===== src/rtl/ro_sched_pkg.sv =====
`default_nettype none
// +--------------------------------------------------------------------------+
// | Package     : ro_sched_pkg                                               |
// | Description : Shared types and constants for the dual-engine readout     |
// |               trigger scheduler (state encoding, grant-select codes,     |
// |               default timing limits, busy-select helper).                |
// | Revision    : 1.0 - initial release                                      |
// +--------------------------------------------------------------------------+
package ro_sched_pkg;

  // Scheduler states
  typedef enum logic [1:0] {
    IDLE = 2'd0,
    ARM  = 2'd1,
    RUN  = 2'd2,
    GAP  = 2'd3
  } state_t;

  // active_sel encodings
  localparam logic [1:0] SEL_NONE = 2'b00;
  localparam logic [1:0] SEL_ADC1 = 2'b01;
  localparam logic [1:0] SEL_ADC2 = 2'b10;

  // Default limits
  localparam int TIMEOUT_DEF  = 1024;
  localparam int MAX_SKIP_DEF = 4;

  // Busy line of whichever engine currently holds the grant
  function automatic logic sel_busy(input logic [1:0] sel,
                                    input logic       busy1,
                                    input logic       busy2);
    logic b;
    b = 1'b0;
    if (sel == SEL_ADC1) b = busy1;
    else if (sel == SEL_ADC2) b = busy2;
    return b;
  endfunction

endpackage
`default_nettype wire


===== src/rtl/ro_pend_counter.sv =====
`default_nettype none
// +--------------------------------------------------------------------------+
// | Module      : ro_pend_counter                                            |
// | Description : Saturating up/down pending-request counter with a sticky   |
// |               overflow flag.                                             |
// |   TX_CLK   in  clock                                                     |
// |   rst      in  synchronous active-high reset                             |
// |   inc      in  add one request                                           |
// |   dec      in  remove one request (grant)                                |
// |   clr_ovf  in  clear sticky overflow (a same-cycle overflow wins)        |
// |   cnt      out current pending count                                     |
// |   ovf      out sticky: request dropped at saturation                     |
// | Revision    : 1.0 - initial release                                      |
// +--------------------------------------------------------------------------+
module ro_pend_counter
  import ro_sched_pkg::*;
#(
  parameter int PEND_W = 4
) (
  input  logic              TX_CLK,
  input  logic              rst,
  input  logic              inc,
  input  logic              dec,
  input  logic              clr_ovf,
  output logic [PEND_W-1:0] cnt,
  output logic              ovf
);

  localparam logic [PEND_W-1:0] c_cnt_max = '1;

  logic [PEND_W-1:0] cnt_d, cnt_q;
  logic              ovf_d, ovf_q;

  always_comb begin
    cnt_d = cnt_q;
    ovf_d = ovf_q;
    if (clr_ovf) ovf_d = 1'b0;
    // inc and dec together cancel, so saturation only matters for a lone inc
    if (inc && !dec) begin
      if (cnt_q == c_cnt_max) ovf_d = 1'b1;
      else                    cnt_d = cnt_q + 1'b1;
    end else if (dec && !inc) begin
      if (cnt_q != '0) cnt_d = cnt_q - 1'b1;
    end
  end

  always_ff @(posedge TX_CLK) begin
    if (rst) begin
      cnt_q <= '0;
      ovf_q <= 1'b0;
    end else begin
      cnt_q <= cnt_d;
      ovf_q <= ovf_d;
    end
  end

  assign cnt = cnt_q;
  assign ovf = ovf_q;

endmodule
`default_nettype wire


===== src/rtl/ro_trigger_sched.sv =====
`default_nettype none
// +--------------------------------------------------------------------------+
// | Module      : ro_trigger_sched                                           |
// | Description : Queues readout requests for the full-resolution (ADC1) and |
// |               1-bit (ADC2) engines and issues mutually exclusive start   |
// |               triggers with a guard gap, response timeout, starvation    |
// |               guard for ADC1 and completion counters.                    |
// |   TX_CLK/rst            clock, synchronous active-high reset             |
// |   enable                allow new grants                                 |
// |   req_full/req_1bit     one-cycle request pulses                         |
// |   gap_cycles            idle cycles after busy falls                     |
// |   clear_err             clear sticky flags                               |
// |   adc1_busy/adc2_busy   engine busy inputs                               |
// |   adc1/adc2_start_trigger  start outputs (never both high)              |
// |   active_sel            00 none, 01 ADC1, 10 ADC2                        |
// |   ro_done               completion pulse                                 |
// |   pend_full/pend_1bit   queued request counts                            |
// |   full_cnt/bit_cnt      completed readouts (wrapping)                    |
// |   ovf_full/ovf_1bit/timeout_err  sticky error flags                      |
// | Revision    : 1.0 - initial release                                      |
// +--------------------------------------------------------------------------+
module ro_trigger_sched
  import ro_sched_pkg::*;
#(
  parameter int PEND_W   = 4,
  parameter int TIMEOUT  = TIMEOUT_DEF,
  parameter int MAX_SKIP = MAX_SKIP_DEF
) (
  input  logic              TX_CLK,
  input  logic              rst,
  input  logic              enable,
  input  logic              req_full,
  input  logic              req_1bit,
  input  logic [15:0]       gap_cycles,
  input  logic              clear_err,
  input  logic              adc1_busy,
  input  logic              adc2_busy,
  output logic              adc1_start_trigger,
  output logic              adc2_start_trigger,
  output logic [1:0]        active_sel,
  output logic              ro_done,
  output logic [PEND_W-1:0] pend_full,
  output logic [PEND_W-1:0] pend_1bit,
  output logic [31:0]       full_cnt,
  output logic [31:0]       bit_cnt,
  output logic              ovf_full,
  output logic              ovf_1bit,
  output logic              timeout_err
);

  localparam int c_tmo_w  = $clog2(TIMEOUT + 1);
  localparam int c_skip_w = $clog2(MAX_SKIP + 1);
  localparam logic [c_tmo_w-1:0]  c_tmo_last = c_tmo_w'(TIMEOUT - 1);
  localparam logic [c_skip_w-1:0] c_skip_max = c_skip_w'(MAX_SKIP);

  state_t              state_d, state_q;
  logic [1:0]          active_sel_d, active_sel_q;
  logic                adc1_trig_d, adc1_trig_q;
  logic                adc2_trig_d, adc2_trig_q;
  logic                ro_done_d, ro_done_q;
  logic [31:0]         full_cnt_d, full_cnt_q;
  logic [31:0]         bit_cnt_d, bit_cnt_q;
  logic                timeout_err_d, timeout_err_q;
  logic [c_tmo_w-1:0]  tmo_cnt_d, tmo_cnt_q;
  logic [15:0]         gap_cnt_d, gap_cnt_q;
  logic [c_skip_w-1:0] skip_d, skip_q;

  logic grant_full;
  logic grant_1bit;
  logic cur_busy;
  logic any_pend;

  ro_pend_counter #(.PEND_W(PEND_W)) u_pend_full (
    .TX_CLK  (TX_CLK),
    .rst     (rst),
    .inc     (req_full),
    .dec     (grant_full),
    .clr_ovf (clear_err),
    .cnt     (pend_full),
    .ovf     (ovf_full)
  );

  ro_pend_counter #(.PEND_W(PEND_W)) u_pend_1bit (
    .TX_CLK  (TX_CLK),
    .rst     (rst),
    .inc     (req_1bit),
    .dec     (grant_1bit),
    .clr_ovf (clear_err),
    .cnt     (pend_1bit),
    .ovf     (ovf_1bit)
  );

  assign cur_busy = sel_busy(active_sel_q, adc1_busy, adc2_busy);
  assign any_pend = (pend_full != '0) || (pend_1bit != '0);

  always_comb begin
    state_d       = state_q;
    active_sel_d  = active_sel_q;
    adc1_trig_d   = adc1_trig_q;
    adc2_trig_d   = adc2_trig_q;
    ro_done_d     = 1'b0;
    full_cnt_d    = full_cnt_q;
    bit_cnt_d     = bit_cnt_q;
    timeout_err_d = timeout_err_q;
    tmo_cnt_d     = tmo_cnt_q;
    gap_cnt_d     = gap_cnt_q;
    skip_d        = skip_q;
    grant_full    = 1'b0;
    grant_1bit    = 1'b0;

    // Clear first so a timeout in the same cycle re-sets the flag
    if (clear_err) timeout_err_d = 1'b0;

    case (state_q)
      IDLE: begin
        // Any busy (even unsolicited) blocks a grant: the pins are shared
        if (enable && !adc1_busy && !adc2_busy && any_pend) begin
          if ((pend_full != '0) && ((pend_1bit == '0) || (skip_q == c_skip_max))) begin
            grant_full   = 1'b1;
            active_sel_d = SEL_ADC1;
            adc1_trig_d  = 1'b1;
            skip_d       = '0;
          end else begin
            grant_1bit   = 1'b1;
            active_sel_d = SEL_ADC2;
            adc2_trig_d  = 1'b1;
            // Count 1-bit grants that overtook a waiting full request
            if ((pend_full != '0) && (skip_q != c_skip_max)) skip_d = skip_q + 1'b1;
          end
          tmo_cnt_d = '0;
          state_d   = ARM;
        end
      end

      ARM: begin
        if (cur_busy) begin
          adc1_trig_d = 1'b0;
          adc2_trig_d = 1'b0;
          state_d     = RUN;
        end else if (tmo_cnt_q == c_tmo_last) begin
          // Engine never answered: abandon the grant without counting it
          adc1_trig_d   = 1'b0;
          adc2_trig_d   = 1'b0;
          active_sel_d  = SEL_NONE;
          timeout_err_d = 1'b1;
          gap_cnt_d     = gap_cycles;
          state_d       = GAP;
        end else begin
          tmo_cnt_d = tmo_cnt_q + 1'b1;
        end
      end

      RUN: begin
        if (!cur_busy) begin
          ro_done_d = 1'b1;
          if (active_sel_q == SEL_ADC1) full_cnt_d = full_cnt_q + 32'd1;
          else                          bit_cnt_d  = bit_cnt_q + 32'd1;
          active_sel_d = SEL_NONE;
          gap_cnt_d    = gap_cycles;
          state_d      = GAP;
        end
      end

      GAP: begin
        if (gap_cnt_q == 16'd0) state_d = IDLE;
        else                    gap_cnt_d = gap_cnt_q - 16'd1;
      end

      default: state_d = IDLE;
    endcase
  end

  always_ff @(posedge TX_CLK) begin
    if (rst) begin
      state_q       <= IDLE;
      active_sel_q  <= SEL_NONE;
      adc1_trig_q   <= 1'b0;
      adc2_trig_q   <= 1'b0;
      ro_done_q     <= 1'b0;
      full_cnt_q    <= 32'd0;
      bit_cnt_q     <= 32'd0;
      timeout_err_q <= 1'b0;
      tmo_cnt_q     <= '0;
      gap_cnt_q     <= 16'd0;
      skip_q        <= '0;
    end else begin
      state_q       <= state_d;
      active_sel_q  <= active_sel_d;
      adc1_trig_q   <= adc1_trig_d;
      adc2_trig_q   <= adc2_trig_d;
      ro_done_q     <= ro_done_d;
      full_cnt_q    <= full_cnt_d;
      bit_cnt_q     <= bit_cnt_d;
      timeout_err_q <= timeout_err_d;
      tmo_cnt_q     <= tmo_cnt_d;
      gap_cnt_q     <= gap_cnt_d;
      skip_q        <= skip_d;
    end
  end

  assign adc1_start_trigger = adc1_trig_q;
  assign adc2_start_trigger = adc2_trig_q;
  assign active_sel         = active_sel_q;
  assign ro_done            = ro_done_q;
  assign full_cnt           = full_cnt_q;
  assign bit_cnt            = bit_cnt_q;
  assign timeout_err        = timeout_err_q;

endmodule
`default_nettype wire

===== config.mk =====
export PLATFORM = sky130hd
export DESIGN_NAME = ro_trigger_sched
export DESIGN_NICKNAME = d
export VERILOG_FILES = /design/src/rtl/ro_sched_pkg.sv /design/src/rtl/ro_pend_counter.sv /design/src/rtl/ro_trigger_sched.sv
export SDC_FILE = /design/constraint.sdc
export NUM_CORES = 1
export LEC_CHECK = 0
export BUFFER_PORTS_ARGS = -buffer_cell sky130_fd_sc_hd__buf_2
export CORE_ASPECT_RATIO = 0.75
export CORE_MARGIN = 2
export CORE_UTILIZATION = 25
export DETAILED_ROUTE_END_ITERATION = 8
export MAX_ROUTING_LAYER = met4
export SETUP_SLACK_MARGIN = 0.4
export SLEW_MARGIN = 25
export SYNTH_ARGS = -nofsm -noshare
export SYNTH_HDL_FRONTEND = slang
export SYNTH_SLANG_ARGS = --single-unit

===== constraint.sdc =====
create_clock -name TX_CLK -period 3.45 [get_ports TX_CLK]
set_input_delay 0.8625 -clock TX_CLK [delete_from_list [all_inputs] [get_ports TX_CLK]]
set_output_delay 0.8625 -clock TX_CLK [all_outputs]
set_load 0.005 [all_outputs]

==> impl_summary.log <==
INFO  metric timing.hold.worst.class = register to register
INFO  metric grt_first_pass_wirelength = 25,100 um
INFO  metric mappedNetlistNets = 759
INFO  metric power_switching = 1.39 mW
INFO  metric gr-total-overflow = 0
INFO  metric leakage = 2.63 nW
INFO  metric cts_root_buf = sky130_fd_sc_hd__clkbuf_16
INFO  metric worst_skew_pair.late_latency = 370 ps
INFO  metric r2r_slack = 640 ps
INFO  metric post_cts_hold_buffer_count = 0
INFO  metric layout.cells.most_common_list = sky130_fd_sc_hd__dfxtp_1, sky130_fd_sc_hd__buf_2, sky130_fd_sc_hd__nor2_1
INFO  metric ys_async_sr_fraction = 0
INFO  metric synth_area_per_cell = 8.16 um2
INFO  metric worst-endpoint-arrival = 3070 ps
INFO  metric ctsResizeCount = 0
INFO  metric timing.setup.tns = 0 ps
INFO  metric slowest_delay = 650 ps
INFO  metric min_delay_path_depth = 2
INFO  metric route.layer.met1.wl = 8150 um
INFO  metric pin_count = 104
INFO  metric cell_by_cell_listing_of_the_critical_path = or4_1, a211oi_2, nand2b_2, ha_1, a21o_1, a21oi_1, nor3_1, a31oi_1, mux2_2
INFO  metric timing.slew.headroom = 0.529
INFO  metric critical_path.reg2reg.startpoint = u_pend_1bit.cnt[0]
INFO  metric pwr-share-comb = 0.306
INFO  metric grt_start_max_net_pins = 53
INFO  metric synthCells = 718
INFO  metric postCtsSetupBuffers = 0
INFO  metric route.detailed.wl_per_inst = 14.0 um
INFO  metric post-route-drc-count = 0
INFO  metric worst_setup_path_start_kind = register
INFO  metric rr_worst_depth = 9
INFO  metric dpl.hpwl = 11,200 um
INFO  metric synth_enable_flop_cells = 0
INFO  metric type_of_destination_of_the_critical_path = register
INFO  metric fmax = 355 MHz
INFO  metric rsz0062_at_grt = false
INFO  metric holdPathEnd = tmo_cnt_q[10]
INFO  metric yosys_warnings = 0
INFO  metric netlist_area = 5860 um2
INFO  metric cap_violations = 0
INFO  metric route.met3.wl = 632 um
INFO  metric stdcell_area = 7020 um2
INFO  metric holdCritStartpoint = tmo_cnt_q[10]
INFO  metric timing_hold_violations_final = 0
INFO  metric fp-row-count = 48
INFO  metric drt_iter0_drc = 301
INFO  metric drtAntennaViolNets = 0
INFO  metric measured_slew_at_the_worst_slew_check_pin = 696 ps
INFO  metric worst_path_max_delay_cell = sky130_fd_sc_hd__or4_1
INFO  metric core_area = 23,000 um2
INFO  metric synth.ff_latch_count = 112
INFO  metric tritoncts = yes
INFO  metric drive_above_1_share = 0.190
INFO  metric post-place-cells = 1,098
INFO  metric floorplan.die_area = 24,700 um2
INFO  metric most_common_flop_cell_mapped_by_yosys = sky130_fd_sc_hd__dfxtp_1
INFO  metric criticalPathCategory = register to register
INFO  metric port-buffer-count = 103
INFO  metric max-clock-path-buffers = 2
INFO  metric dpl-instance-area = 6720 um2
INFO  metric seq_area_frac_synth = 0.383
INFO  metric run_status = finished, final reports clean
INFO  metric ctsHtreeMaxLevel = 3
INFO  metric routed_via_density = 4.81
INFO  metric timing.clock.skew = 17.0 ps
INFO  metric finish.utilization = 0.305
INFO  metric fillers = 2,459
INFO  metric synthDistinctLibCells = 60
INFO  metric floorplan.initialDensity = 0.255
INFO  metric vdd_ir_drop_max = 0.000214 V
INFO  metric finalSetupViolations = 0
INFO  metric clk_pin_slew = 90 ps
INFO  metric totalWireLength = 15,600 um
INFO  metric route.top_layer_used = met4
INFO  metric timing_max_transition_violations_final = 0
INFO  metric worst_hold_margin = 443 ps
INFO  metric grt_antenna_before_repair = 0
INFO  metric die_h = 137 um
INFO  metric share_clk_of_total_power = 0.288
INFO  metric detailroute.via_count = 5,358
INFO  metric finish.cell_count_without_fillers = 1,114
INFO  metric power.internal = 2.33 mW
INFO  metric first_pass_iters = 4
INFO  metric clock-sinks = 112
INFO  metric power.share.sequential = 0.407
INFO  metric globalRouteTotalUtil = 0.129
INFO  metric die-width = 181 um
INFO  metric pwr_density_cell = 528 nW/um2
INFO  metric layout.nets = 850
INFO  metric critPathMaxFanout = 7
INFO  metric number_of_buffers_added_by_the_clock_tree_synthesis_step = 9
INFO  metric antenna_cells_inserted = 0
INFO  metric met2_length = 6650 um
INFO  metric most_common_library_cell_in_the_layout_ignoring_fill_and_taps = sky130_fd_sc_hd__dfxtp_1
INFO  metric required = 3710 ps
INFO  metric min_period = 2810 ps
INFO  metric share_of_the_clock_period_used_by_the_worst_path_after_layout = 0.816
INFO  metric number_of_global_route_vias_before_repair = 4,794
INFO  metric place_congestion = 0.853
INFO  metric r2r-end = u_pend_full.cnt[3]
INFO  metric flow.area_growth_from_synthesis = 19.9%
INFO  metric switching_share = 0.374
==> worst max-delay path, delay by kind of cell (launching register included) <==
| family | cells | cell delay (ps) |
|---|---|---|
| muxes | 1 | 350 |
| AOI/OAI and AO/OA | 4 | 780 |
| DFF | 1 | 400 |
| and+or+nand+nor | 3 | 940 |
| adders and majority gates | 1 | 240 |
==> flip-flops by register name, indices dropped and copies added (netlist names) <==
signal,count
active_sel,2
adc1_start_trigger,1
adc2_start_trigger,1
bit_cnt,32
full_cnt,32
gap_cnt_q,16
ro_done,1
skip_q,3
state_q,2
timeout_err,1
tmo_cnt_q,11
u_pend_1bit.cnt,4
u_pend_1bit.ovf,1
u_pend_full.cnt,4
u_pend_full.ovf,1
==> layer usage <==
layer,vias to the layer above,track usage
li1,2749,-
met1,2501,0.179
met2,94,0.187
met3,14,0.0309
met4,0,0.0372
met5,-,-
==> power by group through the flow <==
| stage | Combinational [mW] | Sequential (mW) | Clock (mW) |
|---|---|---|---|
| after detailed placement | 1.11 | 1.54 | 0 |
| after global placement | 1.11 | 1.53 | 0 |
| after CTS | 1.11 | 1.51 | 1.12 |
| after floorplan | 0.830 | 1.50 | 0 |
| after global routing | 1.26 | 1.53 | 1.17 |
| final | 1.13 | 1.51 | 1.07 |
==> area by class of cell <==
class	instances	area (um2)	share of cell area
sequential	112	2240	0.319
timing repair buffer	119	638	0.0909
clock inverter	7	73.8	0.0105
tap	300	375	0.0534
clock buffer	9	225	0.0321
multi-input combinational	539	3360	0.479
inverter	28	105	0.0150
==> stage by stage <==
stage / power (mW) / setup slack (ps)
final: 3.71 / 635
after global placement: 2.64 / 313
after detailed placement: 2.64 / 316
after CTS: 3.74 / 556
after global routing: 3.96 / 406
after floorplan: 2.33 / 482
==> how the worst max path moves through the flow <==
stage / startpoint / endpoint / slack, ps / cells after the start
4_1_cts: state_q[0] / u_pend_1bit.cnt[3] / 560 / 11
6_report: u_pend_1bit.cnt[0] / u_pend_full.cnt[3] / 640 / 9
3_3_place_gp: adc1_busy / u_pend_1bit.cnt[3] / 310 / 10
2_1_floorplan: adc1_busy / u_pend_1bit.cnt[3] / 480 / 9
5_1_grt: state_q[0] / u_pend_1bit.cnt[3] / 410 / 11
3_5_place_dp: adc1_busy / u_pend_1bit.cnt[3] / 320 / 10
==> Yosys cell counts, types with 5 or more instances <==
master / count / area (um2)
sky130_fd_sc_hd__nand2_1: 59 / 221
sky130_fd_sc_hd__clkbuf_1: 32 / 120
sky130_fd_sc_hd__nor2_1: 98 / 368
sky130_fd_sc_hd__or4_1: 6 / 45.0
sky130_fd_sc_hd__nor4_1: 32 / 200
sky130_fd_sc_hd__and2_1: 5 / 31.3
sky130_fd_sc_hd__a31oi_1: 5 / 31.3
sky130_fd_sc_hd__xnor2_1: 54 / 473
sky130_fd_sc_hd__mux2i_1: 12 / 120
sky130_fd_sc_hd__o21ai_0: 16 / 80.1
sky130_fd_sc_hd__ha_1: 15 / 188
sky130_fd_sc_hd__o32ai_1: 10 / 87.6
sky130_fd_sc_hd__dfxtp_1: 112 / 2240
sky130_fd_sc_hd__and4_1: 10 / 87.6
sky130_fd_sc_hd__a211oi_1: 5 / 37.5
sky130_fd_sc_hd__inv_1: 27 / 101
sky130_fd_sc_hd__a21oi_1: 42 / 210
sky130_fd_sc_hd__nand4_1: 20 / 125
sky130_fd_sc_hd__or2_2: 7 / 43.8
sky130_fd_sc_hd__nor3_1: 35 / 175
sky130_fd_sc_hd__xor2_1: 6 / 52.6
sky130_fd_sc_hd__or3_1: 15 / 93.8
sky130_fd_sc_hd__nor2b_1: 5 / 31.3
sky130_fd_sc_hd__nand3_1: 26 / 130
==> cell families after synthesis <==
family,count (synthesis),synth area share
adders and majority gates,17,0.0389
AOI/OAI and AO/OA,109,0.123
buffers and inverters,67,0.0436
xor gates and xnor gates,60,0.0897
muxes,16,0.0301
and+or+nand+nor,337,0.292
DFF,112,0.383
(Power assumes the default switching activity.)
